**config.mk**
```make
export PLATFORM = sky130hd
export DESIGN_NAME = fft_frame_ctrl
export DESIGN_NICKNAME = d
export VERILOG_FILES = /design/src/rtl/fft_frame_ctrl_pkg.sv /design/src/rtl/fft_vdelay.sv /design/src/rtl/fft_frame_ctrl.sv
export SDC_FILE = /design/constraint.sdc
export NUM_CORES = 1
export LEC_CHECK = 0
export CORE_MARGIN = 5
export CORE_UTILIZATION = 45
export CTS_CLUSTER_DIAMETER = 120
export CTS_CLUSTER_SIZE = 28
export DETAILED_ROUTE_END_ITERATION = 8
export HOLD_SLACK_MARGIN = 0.05
export PLACE_DENSITY = 0.85
export SLEW_MARGIN = 20
export SYNTH_ARGS = -nofsm -noshare
export SYNTH_HDL_FRONTEND = slang
export SYNTH_SLANG_ARGS = --single-unit
```
**constraint.sdc**
```tcl
create_clock -name clk -period 2.2 [get_ports clk]
set_clock_uncertainty 0.1 [all_clocks]
set_input_delay 0.44 -clock clk [delete_from_list [all_inputs] [get_ports clk]]
set_output_delay 0.44 -clock clk [all_outputs]
set_load 0.03 [all_outputs]
```
**src/rtl/fft_frame_ctrl_pkg.sv**
```systemverilog
// -----------------------------------------------------------------------------
// fft_frame_ctrl_pkg
//
// Constants and types shared by the 32-point FFT frame sequencer and the
// blocks around it (the twiddle ROM counts beats with the same width).
//
//   NBEAT     beats per frame: 4 samples per beat, 32 points
//   BEAT_W    width of the beat index; must match the twiddle ROM counter
//   LAST_BEAT index of the final beat in a frame
//   FRAME_W   width of the completed-frame counter
//   out_tag_t the {valid, last} pair carried down the latency-matching line
// -----------------------------------------------------------------------------
package fft_frame_ctrl_pkg;

  localparam int NBEAT   = 8;
  localparam int BEAT_W  = $clog2(NBEAT);
  localparam int FRAME_W = 16;

  localparam logic [BEAT_W-1:0] LAST_BEAT = BEAT_W'(NBEAT - 1);

  // Tag that travels alongside each beat through the butterfly datapath.
  typedef struct packed {
    logic valid;
    logic last;
  } out_tag_t;

  // True on the beat that closes a frame.
  function automatic logic is_last_beat(input logic [BEAT_W-1:0] b);
    return b == LAST_BEAT;
  endfunction

endpackage

```
**src/rtl/fft_vdelay.sv**
```systemverilog
// -----------------------------------------------------------------------------
// fft_vdelay
//
// LAT-deep, W-bit-wide delay line. A value presented on din in cycle t is
// visible on dout in cycle t+LAT. Used to line up the output valid/last tags
// with the fixed-latency butterfly datapath.
//
// Parameters
//   LAT    delay in clock cycles (1..16)
//   W      data width (2 for the {valid, last} tag)
// Ports
//   clk    clock, rising edge
//   rst_n  asynchronous active-low reset; clears every stage
//   din    value entering the line
//   dout   value leaving the line, LAT cycles later
// -----------------------------------------------------------------------------
module fft_vdelay #(
  parameter int LAT = 4,
  parameter int W   = 2
) (
  input  logic         clk,
  input  logic         rst_n,
  input  logic [W-1:0] din,
  output logic [W-1:0] dout
);

  logic [W-1:0] pipe_q [LAT];
  logic [W-1:0] pipe_d [LAT];

  always_comb begin
    pipe_d[0] = din;
    for (int i = 1; i < LAT; i++) begin
      pipe_d[i] = pipe_q[i-1];
    end
  end

  // NOTE: this array is a delay line of valid tags, not data storage, so every
  // stage is reset; otherwise stale bits could raise OUT_VALID after reset.
  always_ff @(posedge clk or negedge rst_n) begin
    if (!rst_n) begin
      for (int i = 0; i < LAT; i++) begin
        pipe_q[i] <= '0;
      end
    end else begin
      pipe_q <= pipe_d;
    end
  end

  assign dout = pipe_q[LAT-1];

endmodule

```
**src/rtl/fft_frame_ctrl.sv**
```systemverilog
// -----------------------------------------------------------------------------
// fft_frame_ctrl
//
// Frame sequencer for the 32-point pipelined FFT. Accepts 4-sample beats on a
// valid/ready handshake, pulses START to the twiddle ROM so that beat k of a
// frame meets twiddle group k, drives the butterfly enable and beat index,
// and tracks beats through the fixed-latency datapath to produce the output
// valid/last flags.
//
// Sequence: IDLE -> PRIME (START pulse) -> WAIT (ROM registers group 0) ->
// RUN (one beat per cycle, beat index wraps 7->0 with the ROM counter).
//
// Parameters
//   LAT        butterfly datapath latency, accepted beat to result (1..16)
// Ports
//   clk        clock, rising edge
//   rst_n      asynchronous active-low reset
//   in_valid   source has a beat (held until accepted)
//   in_ready   controller accepts a beat this cycle
//   tw_start   one-cycle START pulse to the twiddle ROM
//   bf_en      butterfly enable, in_valid & in_ready
//   beat       index of the current beat, 0..7
//   out_valid  datapath result valid (bf_en delayed LAT cycles)
//   out_last   last beat of a frame at the output (delayed LAT cycles)
//   busy       sequencer is not idle
//   err        sticky underrun flag
//   err_clr    clears err (a simultaneous underrun wins)
//   frame_cnt  completed input frames, wraps 65535 -> 0
// -----------------------------------------------------------------------------
module fft_frame_ctrl
  import fft_frame_ctrl_pkg::*;
#(
  parameter int LAT = 4
) (
  input  logic               clk,
  input  logic               rst_n,
  input  logic               in_valid,
  output logic               in_ready,
  output logic               tw_start,
  output logic               bf_en,
  output logic [BEAT_W-1:0]  beat,
  output logic               out_valid,
  output logic               out_last,
  output logic               busy,
  output logic               err,
  input  logic               err_clr,
  output logic [FRAME_W-1:0] frame_cnt
);

  typedef enum logic [1:0] {
    S_IDLE  = 2'd0,
    S_PRIME = 2'd1,
    S_WAIT  = 2'd2,
    S_RUN   = 2'd3
  } state_t;

  state_t               state_q,     state_d;
  logic [BEAT_W-1:0]    beat_q,      beat_d;
  logic [FRAME_W-1:0]   frame_cnt_q, frame_cnt_d;
  logic                 err_q,       err_d;
  logic                 in_ready_q,  in_ready_d;
  logic                 tw_start_q,  tw_start_d;
  logic                 busy_q,      busy_d;
  logic                 underrun;

  // ---------------------------------------------------------------------------
  // Next-state logic. The registered outputs are decoded from the next state
  // so that they line up with the state they describe.
  // ---------------------------------------------------------------------------
  // NOTE: every signal driven here gets a default first, so no path through
  // the case statement can leave a value unassigned and infer a latch.
  always_comb begin
    state_d     = state_q;
    beat_d      = beat_q;
    frame_cnt_d = frame_cnt_q;
    underrun    = 1'b0;

    unique case (state_q)
      S_IDLE: begin
        if (in_valid) begin
          state_d = S_PRIME;
        end
      end

      S_PRIME: begin
        state_d = S_WAIT;
      end

      // The ROM registers group 0 during this cycle; RUN starts on beat 0.
      S_WAIT: begin
        state_d = S_RUN;
        beat_d  = '0;
      end

      S_RUN: begin
        if (in_valid) begin
          // Beat accepted. The index wraps 7->0 in step with the ROM's
          // free-running counter, so back-to-back frames need no new START.
          beat_d = beat_q + 1'b1;
          if (is_last_beat(beat_q)) begin
            frame_cnt_d = frame_cnt_q + 1'b1;
          end
        end else begin
          // A missing beat on a frame boundary is a clean end of stream;
          // anywhere else the partial frame is abandoned and flagged.
          state_d  = S_IDLE;
          beat_d   = '0;
          underrun = (beat_q != '0);
        end
      end

      default: begin
        state_d = S_IDLE;
        beat_d  = '0;
      end
    endcase

    // Set has priority over clear so an underrun is never lost.
    err_d      = underrun | (err_q & ~err_clr);

    in_ready_d = (state_d == S_RUN);
    tw_start_d = (state_d == S_PRIME);
    busy_d     = (state_d != S_IDLE);
  end

  // NOTE: state flops use non-blocking assignments so every flop samples the
  // pre-edge value of its neighbours, independent of statement order.
  always_ff @(posedge clk or negedge rst_n) begin
    if (!rst_n) begin
      state_q     <= S_IDLE;
      beat_q      <= '0;
      frame_cnt_q <= '0;
      err_q       <= 1'b0;
      in_ready_q  <= 1'b0;
      tw_start_q  <= 1'b0;
      busy_q      <= 1'b0;
    end else begin
      state_q     <= state_d;
      beat_q      <= beat_d;
      frame_cnt_q <= frame_cnt_d;
      err_q       <= err_d;
      in_ready_q  <= in_ready_d;
      tw_start_q  <= tw_start_d;
      busy_q      <= busy_d;
    end
  end

  // ---------------------------------------------------------------------------
  // Butterfly enable and output tracking. Beats already accepted before an
  // underrun keep flowing through the delay line and still emerge.
  // ---------------------------------------------------------------------------
  out_tag_t tag_in;
  out_tag_t tag_out;

  assign bf_en        = in_valid & in_ready_q;
  assign tag_in.valid = bf_en;
  assign tag_in.last  = bf_en & is_last_beat(beat_q);

  fft_vdelay #(
    .LAT (LAT),
    .W   (2)
  ) u_vdelay (
    .clk   (clk),
    .rst_n (rst_n),
    .din   (tag_in),
    .dout  (tag_out)
  );

  assign in_ready  = in_ready_q;
  assign tw_start  = tw_start_q;
  assign beat      = beat_q;
  assign busy      = busy_q;
  assign err       = err_q;
  assign frame_cnt = frame_cnt_q;
  assign out_valid = tag_out.valid;
  assign out_last  = tag_out.last;

endmodule

```
# Word level (Yosys, flattened, before mapping)
# Cells that the tools add are included.
dict set report op_classes {
  add_sub_neg 2
  n_reduce_logical 5
  n_bitwise 5
  mux 7
  n_eq_ne 6
}
# cell n
set op_table {}
lappend op_table {{16-bit by 1-bit adder with 16-bit output, second input constant} 1}
lappend op_table {{2-bit one-hot mux with 4 select lines} 1}
lappend op_table {{2-bit == test, second input constant} 3}
lappend op_table {{3-bit one-hot mux with 2 select lines} 1}
lappend op_table {{2-bit by 1-bit == test with 1-bit output, second input constant} 2}
lappend op_table {{2-bit two-way mux} 2}
lappend op_table {{2-bit nonzero test} 2}
lappend op_table {{3-bit by 1-bit adder with 3-bit output, second input constant} 1}
lappend op_table {{1-bit bitwise AND} 3}
lappend op_table {{3-bit == test, second input constant} 1}
lappend op_table {{3-bit two-way mux} 1}
lappend op_table {{3-bit AND reduction} 1}
lappend op_table {{3-bit nonzero test} 1}
lappend op_table {{2-bit zero test} 1}
lappend op_table {{1-bit two-way mux} 2}
lappend op_table {{1-bit NOT} 1}
lappend op_table {{1-bit bitwise OR} 1}
dict set report word_totals {
  reg_bits 33
  word_cells 36
  output_inout_bits 26
  in_bits 4
}

# Depth between registers and ports, before layout
dict set report logic_depth {
  word_depth 4
  ltp_mapped 7
  depth_no_buf 6
}

# Hierarchy
# From an unflattened synthesis, not the netlist that was laid out.
dict set report hier_totals {
  cells_unflattened 107
  hier_area_um2 1328.8
}
# module cells_per_inst area_each_um2 seq_area_each_um2 n_inst
set modules_own_cells {}
lappend modules_own_cells {fft_frame_ctrl 99 1128.6 625.6 1}
lappend modules_own_cells {fft_vdelay 8 200.2 200.2 1}

# Least setup slack after synthesis
# Ideal clock, no wire load.
dict set report synth_path {
  path_type {register -> register}
  startpoint {register beat_q[1] (netlist: beat[1])}
  endpoint {register frame_cnt_q[13] (netlist: frame_cnt[13])}
  setup_slack_ns 0.243
  n_path_buf 1
  required_time_ns 2.020
  period_less_slack_ns 1.957
  t_arrival_ns 1.776
  setup_time_ns 0.080
  stages_incl_launch_ff 8
  path_cell_list {dfrtp_1 ha_1 ha_1 and4_1 buf_4 nand4_4 nor4_4 xor2_1}
}
dict set report synth_via {
  elab_chain_len 2
}
# element line_no
set synth_rtl {}
lappend synth_rtl {{start: declaration} fft_frame_ctrl.sv:58} ;# logic [BEAT_W-1:0] beat_q, beat_d;
lappend synth_rtl {{start signal: assignment} fft_frame_ctrl.sv:139} ;# beat_q <= beat_d;
lappend synth_rtl {{3-bit == test} fft_frame_ctrl_pkg.sv:29} ;# return b == LAST_BEAT;
lappend synth_rtl {{3-bit AND reduction (no line)} --}
lappend synth_rtl {{end signal: assignment} fft_frame_ctrl.sv:140} ;# frame_cnt_q <= frame_cnt_d;
lappend synth_rtl {{end: declaration} fft_frame_ctrl.sv:59} ;# logic [FRAME_W-1:0] frame_cnt_q, frame_cnt_d;
# No other way between the ends.
# A chain may end at the register's enable or synchronous reset.

# Worst setup path after layout
dict set report layout_path {
  startpoint {register frame_cnt_q[2] (netlist: frame_cnt[2])}
  endpoint {output port frame_cnt[2]}
}
# element line_no
set layout_lines {}
lappend layout_lines {{end: declaration} fft_frame_ctrl.sv:47} ;# output logic [FRAME_W-1:0] frame_cnt
# No word-level cell between the ends.

==> key figures <==
Placed design
  • Detailed placer's ending HPWL: just under 2 mm
  • Setup WS pre-CTS: roughly 0.085 ns
  • Gpl congestion: about 0.84
  • Placement Cell Area: about 1700 sq um
  • Port Buffers: 29

Synthesis
  • Synthesized instance count: 107
  • Number of synthesized flops with an enable pin: 0
  • Asr flop ratio synth: 100%
  • Syn_nets: 115
  • Syn. warnings: 0
  • Area contributors post-synth: dfrtp_1, xor2_1, xnor2_1
  • Yosys reg bits: 33
  • Syn Std Cell Area: roughly 1300 sq um
  • Cell taking the most area after synthesis: dfrtp_1
  • Yosys top cell area share: 62.2%
  • Register area share after synthesis: between 60% and 70%
  • Post-synthesis area per instance: 12.4 sq um
  • Cell variety after synth: 24
  • Synth Flop Type: dfrtp_1

Die
  • # rows: 19
  • Io pins: 30
  • Core area: around 2800 sq um
  • Die W: 64.3 um
  • Initial Utilization: 47.7%
  • Die Footprint: roughly 4100 sq um
  • Die height: around 64 um

Setup path
  • Critical Path Max Stage Delay: slightly above 0.7 ns
  • Setup crit start kind: flop
  • Worst path cell trace: clkdlybuf4s50_1
  • R2r startpoint: beat[0]
  • CP Depth: 1
  • Setup crit end: frame_cnt[2]
  • Crit-path leading delay family: buffers and inverters
  • CP Capture Type: output pin
  • CP bufs+invs: 1
  • Register-to-register setup slack: 0.30 ns
  • Worst path arrival time: roughly 1.5 ns
  • Critical-path cell with the highest stage delay: clkdlybuf4s50_1
  • R2r endpoint: frame_cnt[6]
  • Worst r2r path cells: 7
  • Kind of critical path: reg -> out
  • Start point of the critical path: frame_cnt[2]
  • Required @ worst endpoint: approximately 1.7 ns
  • Max FO, Critical Path: 5

Power
  • Peak VDD IR: a little under 600 uV
  • Leak: between 0.8 and 0.9 nW
  • Total Power: around 0.0014 W
  • PwrDens: 832 nW/um^2

Global routing
  • Vias in the first global route: just under 1,000
  • Congestion Overflow GR: 0
  • First-pass GRT wire length: between 4 and 5 mm
  • Antenna violations before repair: 0
  • Tot GR Track Use: about 13%
  • Largest net degree at the start of global routing: 34

Cells and area
  • Commonest non-fill, non-tap cell in the layout: dfrtp_1
  • # fillers: 236
  • Post-route core utilization: between 60% and 70%
  • Most frequent cells in the layout: dfrtp_1, clkdlybuf4s50_1, nand2_1
  • Area growth from synthesis to layout: 29.1%
  • # diodes: 0
  • Final nets: approximately 150
  • Final Cell Area: approximately 1700 sq um
  • Fraction of layout cells with a size suffix above 1: between 8 and 9%

Timing
  • Final WS setup: 0.130 ns
  • Slew headroom: between 70% and 80%
  • Fmax: 483 MHz
  • Final Hold Viols: 0
  • Worst-Margin Slew: around 0.4 ns
  • Period minus WS final: a little over 2 ns
  • Final setup TNS: 0 ns
  • Unrepaired setup endpoints after global routing: no
  • Crit share post-route: about 94%
  • Max Slew Vio Count: 0
  • Setup-failing EPs final: 0

Clock network
  • TritonCTS clock tree: done
  • Clk buf depth: 2
  • Clock latency on the worst-skew pair: between 0.3 and 0.4 ns
  • Clock sink count: 33
  • Hold-fix buffers, CTS: 0
  • CTS Buf Count: 5
  • CTS root buf: clkbuf_4
  • Post-CTS setup buffer count: 0
  • Post-CTS Resized: 0
  • H-Tree Level Count: 2
  • Clock transition at path regs: ~0.09 ns

Detailed routing
  • Routed len/inst: around 14 um
  • Post-DRT Antenna Nets: 0
  • Vias: slightly above 900
  • Post-route DRC: 0
  • Detailed Route WL: between 2 and 3 mm
  • Vias per inst: roughly 5.2
  • Pre-antenna DRT Iters: 4
  • Initial drt markers: 21

Run status
  • Status: completed

Job
  • Maxcap violations: 0

Min path
  • Min-Delay Path Class: reg -> reg
[state kept, by name, summed over array words and instances (netlist names)]
name / flops
beat: 3
busy: 1
err: 1
frame_cnt: 16
in_ready: 1
state_q: 2
tw_start: 1
u_vdelay.dout: 2
u_vdelay.pipe_d: 6
[routing by layer]
layer,GRT usage [%],wire [um]
met2,22.6,1240
met1,14.6,1030
met5,0,0
met3,4.55,200
met4,7.63,57
[synth_stat cells, drive strengths merged (2+ instances only)]
cell type and instances:
nand3 6, xor2 9, inv 6, o22ai 2, dfrtp 33, nand4 3
and3 2, ha 4, and4 3, nand2 10, xnor2 6, o21ai 2
nor2 4, nor2b 2, nor3 5, and2 3
[cell families after synthesis]
group	count (synthesis)	share of synthesized area, %
AND/OR/NAND/NOR	39	17.5
flip-flops	33	62.2
XOR/XNOR	15	9.90
buffers and inverters	8	2.54
AO/OA/AOI/OAI	7	3.20
adder cells (fa/ha/maj)	4	3.77
multiplexers	1	0.848
[worst min path at each step]
stage	startpoint	cells after the start	endpoint
floorplan	rst_n	0	beat[0]
global placement	u_vdelay.pipe_d[2]	0	u_vdelay.pipe_d[0]
detailed placement	u_vdelay.pipe_d[4]	0	u_vdelay.pipe_d[2]
CTS	u_vdelay.pipe_d[4]	0	u_vdelay.pipe_d[2]
global route	u_vdelay.pipe_d[4]	0	u_vdelay.pipe_d[2]
finish	u_vdelay.pipe_d[0]	0	u_vdelay.dout[0]
[power breakdown]
part,internal (W),switching [W]
logic,0.000149,0.000213
clock network,0.000127,0.000184
registers,0.000686,0.0000680
total,0.000962,0.000464
[layout make-up]
type / instances / area, sq um / area share [%]
clock buffers: 8 / 48.8 / 2.85
inverters: 6 / 22.5 / 1.31
flip-flops and latches: 33 / 826 / 48.2
well taps: 31 / 38.8 / 2.26
multi-input cells: 66 / 468 / 27.3
repair buffers: 32 / 310 / 18.1
[metrics by stage]
| step | hold WS, ns | std cells |
|---|---|---|
| detailed placement | 0.241 | 168 |
| global route | 0.270 | 176 |
| CTS | 0.257 | 176 |
| global placement | 0.232 | 168 |
| finish | 0.257 | 176 |
| floorplan | 0.0444 | 107 |
No activity file was read; power rests on OpenSTA's default activity.
